===== src/rtl/foreground_sched_m.sv =====
// Per-scanline object scheduler: scans Object Memory Y bytes, queues up to MAX_PER_LINE hits in index order.
// Define FOREGROUND_SCHED_HIDE_EN to treat Y == 8'hFF as a disabled object.
module foreground_sched_m #(
    parameter int NUM_OBJECTS  = 64,
    parameter int MAX_PER_LINE = 8
) (
    input  logic                            gpu_clk,
    input  logic                            rst,
    input  logic                            line_start,
    input  logic [8:0]                      next_y,
    output logic [5:0]                      obm_index,
    input  logic [7:0]                      obm_y,
    output logic                            slot_valid,
    output logic [5:0]                      slot_index,
    input  logic                            slot_ready,
    output logic                            busy,
    output logic                            done,
    output logic [$clog2(MAX_PER_LINE):0]   count,
    output logic                            overflow,
    output logic                            late
);

    localparam int CW    = $clog2(MAX_PER_LINE) + 1;
    localparam int PTR_W = (MAX_PER_LINE > 1) ? $clog2(MAX_PER_LINE) : 1;
    localparam logic [5:0]    LAST_IDX = 6'(NUM_OBJECTS - 1);
    localparam logic [CW-1:0] MAX_CNT  = CW'(MAX_PER_LINE);

    typedef enum logic [1:0] {IDLE, SCAN, FLUSH, DRAIN} state_t;

    state_t             state, state_nxt;
    logic [8:0]         y_r;
    logic               cmp_valid;
    logic [5:0]         cmp_idx;
    logic [8:0]         y_diff;
    logic               y_hidden;
    logic               hit, accept, reject;
    logic               push, pop;
    logic [5:0]         fifo_mem [MAX_PER_LINE];
    logic [PTR_W-1:0]   wr_ptr, rd_ptr;
    logic [CW-1:0]      occ;

    function automatic logic [PTR_W-1:0] ptr_inc(input logic [PTR_W-1:0] p);
        return (p == PTR_W'(MAX_PER_LINE - 1)) ? '0 : p + PTR_W'(1);
    endfunction

`ifdef FOREGROUND_SCHED_HIDE_EN
    assign y_hidden = (obm_y == 8'hFF);
`else
    assign y_hidden = 1'b0;
`endif

    // Objects occupy 8 rows starting at their Y; no wrap through line 0.
    always_comb begin
        y_diff = y_r - {1'b0, obm_y};
        hit    = cmp_valid && (y_diff < 9'd8) && !y_hidden;
        accept = hit && (count < MAX_CNT);
        reject = hit && (count == MAX_CNT);
        push   = accept && !line_start;
        pop    = slot_valid && slot_ready;
    end

    always_ff @(posedge gpu_clk or posedge rst) begin
        if (rst) begin
            state <= IDLE;
        end else begin
            state <= state_nxt;
        end
    end

    always_comb begin
        state_nxt = state;
        if (line_start) begin
            state_nxt = SCAN;
        end else begin
            case (state)
                IDLE:    state_nxt = IDLE;
                SCAN: begin
                    if (reject) begin
                        state_nxt = DRAIN;
                    end else if (obm_index == LAST_IDX) begin
                        state_nxt = FLUSH;
                    end
                end
                FLUSH:   state_nxt = DRAIN;
                DRAIN: begin
                    if (occ == '0) begin
                        state_nxt = IDLE;
                    end
                end
                default: state_nxt = IDLE;
            endcase
        end
    end

    assign busy       = (state != IDLE);
    assign done       = (state == DRAIN) && (occ == '0);
    assign slot_valid = (occ != '0);
    assign slot_index = slot_valid ? fifo_mem[rd_ptr] : 6'd0;

    // Address walk and compare pipeline; an overflow drops the compare already in flight.
    always_ff @(posedge gpu_clk or posedge rst) begin
        if (rst) begin
            y_r       <= '0;
            obm_index <= '0;
            cmp_valid <= 1'b0;
            cmp_idx   <= '0;
            count     <= '0;
            overflow  <= 1'b0;
            late      <= 1'b0;
        end else if (line_start) begin
            y_r       <= next_y;
            obm_index <= '0;
            cmp_valid <= 1'b0;
            count     <= '0;
            overflow  <= 1'b0;
            late      <= (state != IDLE);
        end else begin
            cmp_valid <= (state == SCAN) && !reject;
            cmp_idx   <= obm_index;
            if ((state == SCAN) && !reject && (obm_index != LAST_IDX)) begin
                obm_index <= obm_index + 6'd1;
            end
            if (accept) begin
                count <= count + CW'(1);
            end
            if (reject) begin
                overflow <= 1'b1;
            end
        end
    end

    always_ff @(posedge gpu_clk or posedge rst) begin
        if (rst) begin
            wr_ptr <= '0;
            rd_ptr <= '0;
            occ    <= '0;
        end else if (line_start) begin
            wr_ptr <= '0;
            rd_ptr <= '0;
            occ    <= '0;
        end else begin
            if (push) begin
                wr_ptr <= ptr_inc(wr_ptr);
            end
            if (pop) begin
                rd_ptr <= ptr_inc(rd_ptr);
            end
            case ({push, pop})
                2'b10:   occ <= occ + CW'(1);
                2'b01:   occ <= occ - CW'(1);
                default: occ <= occ;
            endcase
        end
    end

    // Storage needs no reset: slot_index is masked while the FIFO is empty.
    always_ff @(posedge gpu_clk) begin
        if (push) begin
            fifo_mem[wr_ptr] <= cmp_idx;
        end
    end

endmodule


===== config.mk =====
export PLATFORM = sky130hd
export DESIGN_NAME = foreground_sched_m
export DESIGN_NICKNAME = d
export VERILOG_FILES = /design/src/rtl/foreground_sched_m.sv
export SDC_FILE = /design/constraint.sdc
export NUM_CORES = 1
export LEC_CHECK = 0
export CAP_MARGIN = 20
export CORE_ASPECT_RATIO = 1.5
export CORE_MARGIN = 2
export CORE_UTILIZATION = 25
export CTS_CLUSTER_SIZE = 16
export DETAILED_ROUTE_END_ITERATION = 8
export GPL_TIMING_DRIVEN = 0
export PLACE_DENSITY_LB_ADDON = 0.12
export SYNTH_ARGS = -nofsm -noshare
export SYNTH_HDL_FRONTEND = slang
export SYNTH_SLANG_ARGS = --single-unit

===== constraint.sdc =====
create_clock -name gpu_clk -period 5.2 [get_ports gpu_clk]
set_input_delay 1.04 -clock gpu_clk [delete_from_list [all_inputs] [get_ports gpu_clk]]
set_output_delay 1.04 -clock gpu_clk [all_outputs]
set_load 0.02 [all_outputs]

==> results.md, run 1 <==
- Crit path cell chain: clkdlybuf4s50_1 -> inv_1 -> ha_1 -> buf_2 -> and3_1 -> or3b_2 -> a31oi_1 -> nand4b_4 -> o21ai_0 -> inv_1 -> ha_1 -> xor2_1 -> or4_1 -> o2111ai_1
- Post-Route Setup TNS: 0 ns
- Area Overhead vs Synth: 24.9%
- Largest net degree at the start of global routing: 24
- I/O Pins: between 40 and 50
- VDD IR max: 0.000160 V
- CTS Buf Count: 9
- Post-cts sizing count: 0
- CP max stage delay: 0.47 ns
- Max-Cap Viols: 0
- Critical Path Fanout Max: 10
- Area after DPL: 0.00516 sq mm
- Hold Crit Class: reg2reg
- Dpl cells: around 610
- Pre-CTS WS: ~0.19 ns
- Synthesized Nets: between 300 and 400
- CTS Root Cell: clkbuf_16
- Sinks on the clock net: 88
- Static Leakage: ~2.2 nW
- Wire length per cell: roughly 17 microns
- Global route total overflow: 0
- First-pass GRT wire length: about 17 mm
- Vias: between 2000 and 3000
- Vias in the first global route: about 3100
- Top FF cell, synth: edfxtp_1
- Clock Pin Slew Worst Setup and Hold Paths: 0.07 ns
- Synthesis Warnings: 0
- DRT Pass-1 Iters: 4
- Layout Skew: 0.00961 ns
- Top delay family on crit path: simple AND/OR/NAND/NOR gates
- Final WS setup: between 0.8 and 0.9 ns
- Vias per cell: around 4.7
- Crit share post-route: 0.839
- RSZ-0062 raised after global routing: false
- Port bufs: about 40
- Cell Area, Synth: ~0.0044 sq mm
- Sequential-to-total area share from yosys stat: 0.559
- PwrDens: about 380 mW/mm^2
- Number of flops mapped to enable cells by yosys: 48
- Initial antenna violation count: 0
- Data required time of the worst path: roughly 5.5 ns
- Pins Over Slew Limit: 0
- Core ar.: between 0.015 and 0.02 sq mm
- Starting Density: 0.253
- Cell count after synthesis: approximately 350
- Crit end category: flip-flop
- CP max stage cell: or3b_2
- Worst slew pin tran: 0.954 ns
- Crit Path Category: in2reg
- Die H: between 150 and 200 microns
- WP data arrival: 4.62 ns
- Iteration-0 DRC count of the detailed router: 97
- Final Cell Area: 0.00546 sq mm
- Nets: 453
- Post-route ant nets: 0
- CTS tree: done
- Total track usage: 0.119
- Fin crit period: 4.36 ns
- Htree depth: 3
- CP Launch Type: primary input
- Setup violators final: 0
- Share of cells above drive strength 1: 0.158
- Non-Filler Instances: 630
- Die area: 0.0186 sq mm
- Status: finished, final reports clean
- Dpl hpwl: between 7 and 8 mm
- Antenna Cells: 0
- Hold Violations, Final: 0
- Clk_lat worst skew: around 0.35 ns
- Post-route DRC: 0
- Rel. slew slack: 0.364
- Chip Width: about 110 microns
- Post-CTS Hold Buffers: 0
- CP bufs+invs: 4
- Row count: ~60
- Post-synth ARST share: 0.455
- Clock Tree Buf Depth: 2
- # Post-CTS Setup Buffers: 0
- F_max: roughly 230 MHz
- Yosys cell types: 55
- Register bit count reported by yosys: slightly below 90
- Detailed Route WL: between 10 and 15 mm
- Gp weighted congestion: about 0.74
- Syn Area/Cell: between 10 and 15 sq um
final timing paths:
| check | cells after the start | to | slack [ns] | startpoint |
|---|---|---|---|---|
| worst max-delay path | 14 | occ[2] | 0.84 | obm_y[6] |
| min in group asynchronous | 2 | state[1] | 1.01 | rst |
| worst min-delay path | 1 | y_r[2] | 0.51 | y_r[2] |
| worst max register to register | 12 | occ[2] | 1.64 | y_r[6] |
| max in group asynchronous | 3 | count[3] | 3.70 | rst |
| worst min register to register | 1 | y_r[2] | 0.51 | y_r[2] |
sequential cells by signal (all words and copies together) (netlist names):
register / cells
cmp_valid: 1
y_r: 9
count: 4
fifo_mem: 48
overflow: 1
occ: 4
obm_index: 6
late: 1
wr_ptr: 3
rd_ptr: 3
state: 2
cmp_idx: 6
synthesized netlist by cell type, types with 10 or more instances:
cell      count  area [sq um]
edfxtp_1     48          1440
dfrtp_1      40          1000
nand2_1      39           146
nor2_1       26          97.6
inv_1        21          78.8
ha_1         20           250
mux2i_1      14           140
a21oi_1      12          60.1
mux4_2       12           270
mux2_2       10           113
worst register-to-register path, stage by stage (launching register included):
cell and delay, ns:
dfrtp_1 0.38, ha_1 0.26, buf_2 0.18, and3_1 0.22, or3b_2 0.47, a31oi_1 0.30
nand4b_4 0.25, o21ai_0 0.33, inv_1 0.08, ha_1 0.32, xor2_1 0.18, or4_1 0.40
o2111ai_1 0.10
layout make-up:
class | count | area (sq um)
Timing Repair Buffer | 50 | 488
Inverter | 22 | 82.6
Clock inverter | 7 | 70.1
Clock buffer | 9 | 225
Multi-Input combinational cell | 227 | 1830
Tap cell | 213 | 267
Sequential cell | 88 | 2440
Buffer | 14 | 56.3
Fill cell | 1821 | 11800
report_power, final:
group	switching (mW)	total [mW]	internal (mW)
Sequential	0.0602	0.851	0.791
Combinational	0.313	0.577	0.265
Clock	0.308	0.645	0.338
Total	0.680	2.07	1.39
stage by stage:
stage               total power [mW]  utilization  hold slack (ns)
detailed placement              1.45        0.299            0.501
global route                    2.19        0.316            0.526
floorplan                       1.23            -            0.485
CTS                             2.11        0.316            0.516
finish                          2.07        0.316            0.508
global placement                1.45        0.292            0.494
routing by layer:
| layer | track usage | routed length [microns] | up-vias |
|---|---|---|---|
| met2 | 0.226 | 5920 | 45 |
| li1 | - | - | 1425 |
| met5 | 0 | 0 | - |
| met1 | 0.129 | 4180 | 1456 |
| met4 | 0.0429 | 177 | 0 |
| met3 | 0.0241 | 307 | 14 |
kinds of logic (layout without fill, tap and decap cells):
group	count (synthesis)	count (layout)	share of synthesized area
xor gates and xnor gates	6	6	0.0152
adders and majority gates	20	20	0.0572
buffers and inverters	36	102	0.0318
muxes	36	36	0.120
DFF	88	88	0.559
and+or+nand+nor	123	123	0.149
AOI/OAI and AO/OA	42	42	0.0690
placed cells by master, fill, tap and decap left out, types with 3 or more instances in the layout:
cell,count
inv_1,20
a21oi_1,12
a31oi_1,5
nor2_1,26
ha_1,20
a21o_1,3
mux2i_1,14
buf_2,4
mux4_2,12
or2_2,3
dfrtp_1,40
clkbuf_16,9
nor4_2,5
nand2_1,39
nand3b_1,3
xnor2_1,3
buf_1,4
o21ai_0,6
buf_4,7
and3_1,4
inv_6,3
or4_1,3
nor3_1,7
clkdlybuf4s50_1,41
edfxtp_1,48
and2_1,4
nand3_1,7
mux2_2,10
clkbuf_1,7
nand4_1,6
Note: power is estimated with default switching activity, not from simulation.
==> inputs of run 2 (changes only) <==
==> constraint.sdc (replaced) <==
create_clock -name gpu_clk -period 3.7 [get_ports gpu_clk]
set_input_delay 0.74 -clock gpu_clk [delete_from_list [all_inputs] [get_ports gpu_clk]]
set_output_delay 0.74 -clock gpu_clk [all_outputs]
set_load 0.02 [all_outputs]
==> results.md, run 2 (synthesis results as in run 1) <==
- Logic pwr share: 0.302
- Iteration-0 DRC count of the detailed router: 98
- Hold Crit Class: reg2reg
- Wire length per cell: approximately 17 microns
- Area Overhead vs Synth: 33.1%
- Most common cell after layout, fill and taps aside: edfxtp_1
- Internal power: approximately 2.0 mW
- Non-Filler Instances: 638
- Crit end category: flip-flop
- Initial antenna violation count: 0
- PwrDens: around 520 mW/mm^2
- Critical Path Fanout Max: 6
- Detailed Route WL: between 10 and 15 mm
- Die H: between 150 and 200 microns
- Crit path cell chain: clkdlybuf4s50_1 -> inv_1 -> ha_4 -> nor2_1 -> mux2_2 -> a311oi_2 -> o311ai_4 -> nand4b_4 -> o21ai_4 -> xnor2_2 -> ha_2 -> a21oi_2 -> xor2_1 -> or4_4 -> o2111ai_2
- Nets: 461
- Post-route ant nets: 0
- CTS Buf Count: 9
- Pre-CTS WS: -1.01 ns
- Vias per cell: approximately 4.7
- Sequential share of power: 0.398
- Max-Cap Viols: 0
- Most flops, register: fifo_mem
- Hold Violations, Final: 0
- Crit Path Category: in2reg
- Chip Width: about 110 microns
- Layout Skew: 0.00814 ns
- Fillers: about 1800
- CP max stage delay: 0.51 ns
- Sw Ratio: 0.332
- Global route total overflow: 0
- Clock Pin Slew Worst Setup and Hold Paths: about 0.07 ns
- Dpl hpwl: approximately 8 mm
- Total track usage: 0.120
- Sinks on the clock net: between 80 and 90
- Gp weighted congestion: 0.741
- First-pass GRT wire length: between 15 and 20 mm
- CP Launch Type: primary input
- VDD IR max: about 0.00023 V
- F_max: ~280 MHz
- Share of total power in the clock network: 0.300
- Die area: ~0.019 sq mm
- Dpl cells: between 600 and 700
- Vias: around 3000
- Setup violators final: 0
- Share of cells above drive strength 1: 0.252
- Fin crit period: 3.53 ns
- NetSw: ~1.0 mW
- WP data arrival: about 3.8 ns
- Clock Tree Buf Depth: 2
- Starting Density: 0.253
- Clk_lat worst skew: ~0.35 ns
- Antenna Cells: 0
- Htree depth: 3
- Rel. slew slack: 0.477
- Area after DPL: roughly 0.0052 sq mm
- Crit share post-route: 0.955
- Row count: between 50 and 60
- Static Leakage: roughly 2.3 nW
- Worst slew pin tran: 0.784 ns
- Vias in the first global route: 3080
- I/O Pins: 42
- Largest net degree at the start of global routing: 24
- Final Cell Area: slightly below 0.006 sq mm
- Status: finished, final reports clean
- CP max stage cell: or4_4
- Power Total: 3.03 mW
- Core ar.: 0.0173 sq mm
- DRT Pass-1 Iters: 4
- Top Registers: fifo_mem (48), y_r (9)
- Commonest non-fill, non-tap cells in the layout: 48 x edfxtp_1, 40 x dfrtp_1, 39 x nand2_1
- Pins Over Slew Limit: 0
- Final WS setup: roughly 0.17 ns
- Post-CTS Hold Buffers: 0
- Max reg flops: 48
- CTS tree: done
- Post-route DRC: 0
- RSZ-0062 raised after global routing: false
- Data required time of the worst path: 3.96 ns
- CTS Root Cell: clkbuf_16
- Port bufs: between 40 and 50
-- run 2: changes by cell type in the layout (fill, tap and decap cells not counted), sizes merged --
cell,previous run,this run
buf,16,24
dlymetal6s2s,0,6
clkdlybuf4s50,41,35
-- run 2: repair_timing --
item / CTS / global route
buffers inserted: 2 / 7
pin swaps: 2 / 19
resized for setup: 11 / 49
setup endpoints to repair: 52 / 41
endpoints found under the hold margin: 0 / 0
-- run 2: power by group through the flow --
stage	clock network [mW]	logic [mW]	registers, mW
after floorplan	0	0.522	1.21
after global placement	0	0.818	1.21
after detailed placement	0	0.823	1.22
after CTS	0.936	0.843	1.20
after global routing	0.978	0.998	1.21
final	0.909	0.913	1.20
-- run 2: worst paths after layout --
check	startpoint	to	slack (ns)	cells past startpoint
hold reg to reg	y_r[6]	y_r[6]	0.52	1
setup reg to reg	y_r[6]	occ[2]	0.37	15
min in group asynchronous	rst	state[1]	0.71	2
hold / removal	y_r[6]	y_r[6]	0.52	1
max in group asynchronous	rst	count[3]	2.49	3
setup / recovery	obm_y[7]	occ[2]	0.17	15
-- run 2: stage by stage --
stage,utilization,hold WS [ns],setup TNS (ns)
after floorplan,-,0.485,0
after CTS,0.319,0.516,-0.312
after global routing,0.337,0.530,0
final,0.337,0.520,0
after detailed placement,0.299,0.501,-27.57
after global placement,0.292,0.494,-66.49
-- run 2: metal layers --
metal / wire length (microns) / vias up / share of wire / GRT usage
met5: 0 / - / 0 / 0
met4: 179 / 0 / 0.016 / 0.0435
met3: 322 / 14 / 0.030 / 0.0241
met2: 6110 / 52 / 0.56 / 0.227
met1: 4260 / 1500 / 0.39 / 0.130
li1: - / 1439 / - / -
-- run 2: cell type report --
cell class	count	area, sq um	area share
buffer	14	63.8	0.0110
multi-input combinational	227	2090	0.359
inverter	22	82.6	0.0142
sequential	88	2440	0.420
timing repair buffer	58	578	0.0993
tap	213	267	0.0458
clock inverter	7	70.1	0.0120
clock buffer	9	225	0.0387
-- run 2: worst max-delay path: cells and delay by family --
kind | cells | cell delay [ns]
simple gates | 3 | 0.72
buf+inv | 2 | 0.51
mux | 1 | 0.27
fa+ha+maj | 2 | 0.51
compound gates | 5 | 0.67
xor+xnor | 2 | 0.37
==> inputs of run 3 (changes only) <==
--- a/config.mk
+++ b/config.mk
@@ -12,7 +12,7 @@
 export CTS_CLUSTER_SIZE = 16
 export DETAILED_ROUTE_END_ITERATION = 8
 export GPL_TIMING_DRIVEN = 0
-export PLACE_DENSITY_LB_ADDON = 0.12
+export PLACE_DENSITY = 0.48
 export SYNTH_ARGS = -nofsm -noshare
 export SYNTH_HDL_FRONTEND = slang
 export SYNTH_SLANG_ARGS = --single-unit
==> results.md, run 3 (synthesis results as in run 1) <==
- NetSw: about 980 uW
- Clk_lat worst skew: about 0.35 ns
- Logic pwr share: 0.296
- Rel. slew slack: 0.535
- Hold Violations, Final: 0
- Worst slew pin tran: ~0.7 ns
- Sequential share of power: 0.400
- Row count: around 60
- Dpl cells: a little over 600
- Share of cells above drive strength 1: 0.217
- F_max: 282 MHz
- CTS Buf Count: 9
- WP data arrival: roughly 3.8 ns
- Vias: 2945
- VDD IR max: between 0.0002 and 0.00025 V
- RSZ-0062 raised after global routing: false
- Top Registers: fifo_mem (48), y_r (9)
- CP endpoint: occ[2]
- CTS tree: done
- Dpl hpwl: 7.29 mm
- Layout Skew: ~0.0077 ns
- Post-CTS Hold Buffers: 0
- Pins Over Slew Limit: 0
- Static Leakage: ~2.2 nW
- R2R setup slack: 0.44 ns
- Max-Cap Viols: 0
- Crit path from: obm_y[6]
- Port bufs: 41
- Crit end category: flip-flop
- Core ar.: ~0.017 sq mm
- Most flops, register: fifo_mem
- Post-Route Setup TNS: 0 ns
- Critical Path Fanout Max: 5
- Max reg flops: 48
- Share of total power in the clock network: 0.303
- Wire length per cell: 15.9 microns
- DRT Pass-1 Iters: 5
- Commonest non-fill, non-tap cells in the layout: 48 x edfxtp_1, 41 x clkdlybuf4s50_1, 40 x dfrtp_1
- Setup violators final: 0
- Htree depth: 3
- Most common cell after layout, fill and taps aside: edfxtp_1
- Vias in the first global route: around 3000
- Crit Path Category: in2reg
- Power Total: 2.99 mW
- Post-route DRC: 0
- Global route total overflow: 0
- CP Launch Type: primary input
- Non-Filler Instances: ~630
- Starting Density: 0.253
- Crit share post-route: 0.958
- Reg2Reg Depth: 12
- Total track usage: 0.111
- Hold Crit Class: reg2reg
- Nets: roughly 460
- First-pass GRT wire length: around 16 mm
- Detailed Route WL: 10.0 mm
- Die H: 166 microns
- Status: finished, final reports clean
- Initial antenna violation count: 0
- PwrDens: 523 mW/mm^2
- Gp weighted congestion: 0.763
- Internal power: between 2 and 2.5 mW
- Area Overhead vs Synth: 30.7%
- Vias per cell: around 4.7
- Sw Ratio: 0.328
- Worst r2r dst: occ[2]
- CTS Root Cell: clkbuf_16
- Sinks on the clock net: 88
- Die area: around 0.019 sq mm
- Antenna Cells: 0
- Clock Tree Buf Depth: 2
- RR Startpoint: occ[1]
- Largest net degree at the start of global routing: 36
- I/O Pins: between 40 and 50
- Fin crit period: 3.54 ns
- Chip Width: between 100 and 150 microns
- Data required time of the worst path: 3.96 ns
- Hold WS: approximately 0.52 ns
- Iteration-0 DRC count of the detailed router: 242
- Clock Pin Slew Worst Setup and Hold Paths: 0.07 ns
- Post-route ant nets: 0
[run 3: metrics by stage]
stage | cell area (sq um) | utilization | setup WS [ns]
after floorplan | 4370 | - | 0.0813
after global placement | 5050 | 0.292 | -1.31
after detailed placement | 5110 | 0.296 | -0.906
after CTS | 5590 | 0.324 | 0.0103
after global routing | 5710 | 0.331 | 0.0148
final | 5710 | 0.331 | 0.157
[run 3: routing by layer]
metal / track usage / up-vias / wire (microns)
met1: 0.127 / 1461 / 4080
met4: 0.0414 / 0 / 167
met3: 0.0179 / 11 / 309
li1: - / 1428 / -
met5: 0 / - / 0
met2: 0.205 / 45 / 5470
[run 3: how the worst min path moves through the flow]
| stage | start | cells after the start | slack, ns | endpoint |
|---|---|---|---|---|
| after floorplan | y_r[6] | 1 | 0.48 | y_r[6] |
| after global placement | y_r[3] | 1 | 0.50 | y_r[3] |
| after detailed placement | y_r[3] | 1 | 0.50 | y_r[3] |
| after CTS | y_r[3] | 1 | 0.52 | y_r[3] |
| after global routing | y_r[2] | 1 | 0.55 | y_r[2] |
| final | y_r[7] | 1 | 0.52 | y_r[7] |
[run 3: repair_timing]
action / 4_1_cts / 5_1_grt
resized for setup: 25 / 18
setup endpoints to repair: 57 / 44
pin swaps: 3 / 7
buffers inserted: 5 / 2
[run 3: worst max-delay path, stage by stage]
cell and delay, ns:
clkdlybuf4s50_1 0.45, inv_1 0.04, ha_1 0.28, buf_6 0.10, and3_4 0.19, or3b_4 0.40
a31oi_4 0.22, nand4b_4 0.16, o21ai_2 0.18, xnor2_1 0.14, ha_2 0.20, a21oi_2 0.04
xor2_1 0.16, or4_1 0.40, o2111ai_1 0.10
[run 3: power groups by stage]
stage | Clock (mW) | Sequential [mW] | Combinational, mW
after global placement | 0 | 1.21 | 0.817
after floorplan | 0 | 1.21 | 0.522
after global routing | 0.965 | 1.21 | 0.968
after CTS | 0.924 | 1.19 | 0.859
final | 0.907 | 1.20 | 0.886
after detailed placement | 0 | 1.21 | 0.825
[run 3: final cells by class]
class,instances,area (sq um)
Multi-Input combinational cell,227,2040
Fill cell,1778,11600
Timing Repair Buffer,52,508
Tap cell,213,267
Clock buffer,9,225
Buffer,14,71.3
Inverter,22,82.6
Sequential cell,88,2440
Clock inverter,7,75.1
